==> src/rtl/inferred_adder4.sv <==
// Inferred-arithmetic carry-lookahead adder with group P/G terms and
// registered copies of sum, carry-out and signed overflow.
module inferred_adder4 #(
  parameter int WIDTH = 4
) (
  input  logic             clk,
  input  logic             rst,
  input  logic [WIDTH-1:0] A,
  input  logic [WIDTH-1:0] B,
  input  logic             cin,
  output logic [WIDTH-1:0] Y,
  output logic             cout,
  output logic             ovf,
  output logic             gp,
  output logic             gg,
  output logic [WIDTH-1:0] y_q,
  output logic             cout_q,
  output logic             ovf_q
);

  logic [WIDTH-1:0] p;
  logic [WIDTH-1:0] g;
  logic [WIDTH:0]   c;
  logic             gg_int;
  logic [WIDTH-1:0] y_d;
  logic             cout_d;
  logic             ovf_d;

  assign p = A ^ B;
  assign g = A & B;

  // Each carry is a flat sum of products: g[j] masked by every propagate
  // above it, plus cin masked by all propagates below the carry.
  always_comb begin : carry_lookahead
    logic prod;
    logic acc;
    c      = '0;
    c[0]   = cin;
    gg_int = 1'b0;
    for (int i = 0; i < WIDTH; i++) begin
      prod = 1'b1;
      acc  = 1'b0;
      for (int j = i; j >= 0; j--) begin
        acc  = acc | (g[j] & prod);
        prod = prod & p[j];
      end
      if (i == WIDTH - 1) gg_int = acc;
      c[i+1] = acc | (prod & cin);
    end
  end

  assign Y    = p ^ c[WIDTH-1:0];
  assign cout = c[WIDTH];
  assign ovf  = c[WIDTH] ^ c[WIDTH-1];
  assign gp   = &p;
  assign gg   = gg_int;

  always_comb begin
    y_d    = Y;
    cout_d = cout;
    ovf_d  = ovf;
    if (rst) begin
      y_d    = '0;
      cout_d = 1'b0;
      ovf_d  = 1'b0;
    end
  end

  always_ff @(posedge clk) begin
    y_q    <= y_d;
    cout_q <= cout_d;
    ovf_q  <= ovf_d;
  end

endmodule

==> config.mk <==
export PLATFORM = sky130hd
export DESIGN_NAME = inferred_adder4
export DESIGN_NICKNAME = d
export VERILOG_FILES = /design/src/rtl/inferred_adder4.sv
export SDC_FILE = /design/constraint.sdc
export NUM_CORES = 1
export LEC_CHECK = 0
export CORE_AREA = 3 3 40 42
export DETAILED_ROUTE_END_ITERATION = 16
export DIE_AREA = 0 0 43 45
export GPL_ROUTABILITY_DRIVEN = 1
export PLACE_DENSITY = 0.62
export SLEW_MARGIN = 15
export SYNTH_ARGS = -nofsm -noshare
export SYNTH_HDL_FRONTEND = slang
export SYNTH_SLANG_ARGS = --single-unit
==> constraint.sdc <==
create_clock -name clk -period 2.7 [get_ports clk]
set_input_delay 0.54 -clock clk [delete_from_list [all_inputs] [get_ports clk]]
set_output_delay 0.54 -clock clk [all_outputs]
set_load 0.005 [all_outputs]
==> flow_summary.json <==
{
  "outcome": "finished, final reports clean",
  "dpl_cell_area_um2": 664,
  "fin_area_um2": 787,
  "syn_nets": 53,
  "cp-startpoint": "B[1]",
  "core_area_mm2": 0.00128,
  "tns_ns": 0,
  "final_util": 0.612,
  "synth_compound_area_frac": 0.177,
  "finalCriticalPeriod_ns": 2.67,
  "tightest_slew_ns": 0.298,
  "swShare": 0.261,
  "via_count": 394,
  "drc": 0,
  "yosysTopAreaCellShare": 0.340,
  "die_area_mm2": 0.00194,
  "yosysTopAreaCell": "dfxtp_1",
  "wl_per_cell_um": 10.1,
  "cts_tree": "done",
  "row_count": 13,
  "antenna_found_initial": 0,
  "setup_viol": 0,
  "intPower_mw": 0.259,
  "rsz0062_at_grt": "true",
  "dpl.hpwl_um": 702,
  "hold_buffers": 0,
  "synth_area_leaders": "dfxtp_1 (34%), ha_1 (14%), nor2b_1 (7.1%)",
  "ys_types": 17,
  "synth_cells": 37,
  "seq_area_frac_synth": 0.340,
  "p_sw_mw": 0.0913,
  "synth-simple-area-share": 0.131,
  "die_w_um": 43,
  "maxCapViolCount": 0,
  "cts_max_path_buffers": 2,
  "io_pins": 25,
  "synth.avg_cell_area_um2": 9.54,
  "layout-drive-gt1-share": 0.324,
  "peakVddDrop_mv": 0.140,
  "fp.dieH_um": 45,
  "power_density_mw_per_mm2": 445,
  "path_clk_slew_ns": 0.04,
  "grt_first_pass_wirelength_um": 1300,
  "grt_overflow_total": 0,
  "drtPass1Iterations": 4,
  "syn_to_final_growth_pct": 123,
  "pwr-share-clk": 0.231,
  "slew_headroom": 0.800,
  "maxSlewViolCount": 0,
  "synth_fa_ha_area_frac": 0.199,
  "critPathLaunchType": "input port",
  "max_freq_mhz": 374,
  "synthMuxAreaShare": 0,
  "synth_warnings": 0,
  "gp_congestion": 0.743,
  "cts_buffers": 3,
  "ant_nets": 0,
  "synth_top_family_by_area": "adder cells",
  "syn-cell-area_um2": 353,
  "drt_iter0_drc": 3,
  "cp_max_fo": 4,
  "combPwrFrac": 0.476,
  "hold_depth": 4,
  "cp.arrival_ns": 2.13,
  "cp.required_ns": 2.16,
  "ys_seq_elements": 6,
  "seqPwrFrac": 0.293,
  "place_inst": 83,
  "start_util": 0.275,
  "grt_max_degree": 7,
  "crit_path_end_kind": "output pin",
  "root_buffer": "clkbuf_4",
  "period_share": 0.990,
  "nets": 92,
  "p_leak_nw": 0.362,
  "htree_levels": 1,
  "critPathCapture": "Y[3]",
  "fin_cells": 89,
  "antennaDiodeCount": 0,
  "port_buffers": 24,
  "via_per_inst": 4.43,
  "synth-xor-area-share": 0.0993,
  "critical_path_class": "in2out",
  "grt_pass1_vias": 366,
  "grt_usage": 0.0926,
  "hold_violations": 0,
  "hold_class": "in2reg",
  "wl_um": 903,
  "cts_sinks": 6
}
## layout by cell type (no fill, tap or decap)
master            n
a211oi_1          1
a21o_1            1
a21oi_1           1
a21oi_2           2
and2b_1           1
buf_4            10
clkbuf_4          3
clkdlybuf4s15_1   2
clkdlybuf4s50_1  15
dfxtp_1           6
dlygate4sd2_1     5
dlymetal6s2s_1    2
fa_2              1
ha_4              4
inv_1             5
nand2_1           1
nand4_1           1
nor2_1            1
nor2b_1           4
o21ai_0           1
o21ai_1           1
o21bai_2          1
o221ai_2          1
xnor2_1           1
xnor2_2           1
xor2_1            1
xor2_2            1
## timing repair
item | in CTS | in global routing
buffers inserted | 3 | 0
gates resized for setup | 13 | 9
pin swaps | 7 | 4
setup endpoints to repair | 5 | 5
## power by group through the flow
stage	logic [mW]	registers (mW)	clock network [mW]
4_1_cts	0.157	0.103	0.0848
5_1_grt	0.181	0.104	0.0875
2_1_floorplan	0.0510	0.106	0
3_3_place_gp	0.150	0.104	0
6_report	0.167	0.102	0.0808
3_5_place_dp	0.151	0.104	0
## through the flow
step | worst slack (ns) | hold slack, ns | power (mW)
final | 0.0259 | 0.850 | 0.350
after CTS | -0.00459 | 0.943 | 0.344
after detailed placement | -0.262 | 1.20 | 0.255
after floorplan | 0.708 | 0.612 | 0.157
after global placement | -0.248 | 1.20 | 0.254
after global routing | -0.0351 | 0.881 | 0.372
## per-layer routing
metal	up-vias	wire length, um	GRT usage
li1	200	-	-
met1	178	342	0.0896
met2	16	485	0.159
met3	0	75	0.0159
met4	0	0	0.102
met5	-	0	0
## cell usage after synthesis
master,count
a21o_1,1
xnor2_1,2
a211oi_1,1
dfxtp_1,6
nor2_1,1
fa_1,1
nand2_1,1
ha_1,4
o221ai_2,1
nand4_1,1
nor2b_1,4
a21oi_1,3
inv_1,5
o21ai_0,2
and2b_1,1
xor2_1,2
o21bai_1,1
## logic make-up (layout without fill, tap and decap cells)
family	after synthesis	in the layout
xor gates and xnor gates	4	4
buffers and inverters	5	42
AOI/OAI and AO/OA	9	9
adders and majority gates	5	5
DFF	6	6
and+or+nand+nor	8	8
## critical path, cell delays in order
cell	delay [ns]
clkdlybuf4s50_1	0.45
ha_4	0.30
o21ai_1	0.08
o21bai_2	0.23
buf_4	0.15
xor2_1	0.16
clkdlybuf4s15_1	0.23
## state kept, by name (all words and copies together), names as in the netlist
signal  cells
cout_q      1
y_q         4
ovf_q       1
## cell type report
class	count	area, um2
tap	15	18.8
fill	113	498
timing repair buffer	34	314
inverter	5	18.8
clock buffer	3	22.5
sequential	6	120
multi-input combinational	26	293
## worst min-delay path by stage
stage	startpoint	endpoint	slack, ns
floorplan	rst	cout_q	0.61
global placement	rst	y_q[0]	1.20
detailed placement	rst	y_q[0]	1.20
CTS	B[0]	y_q[0]	0.94
global route	cin	y_q[0]	0.88
finish	cin	y_q[0]	0.85
No activity file was read; power rests on OpenSTA's default activity.
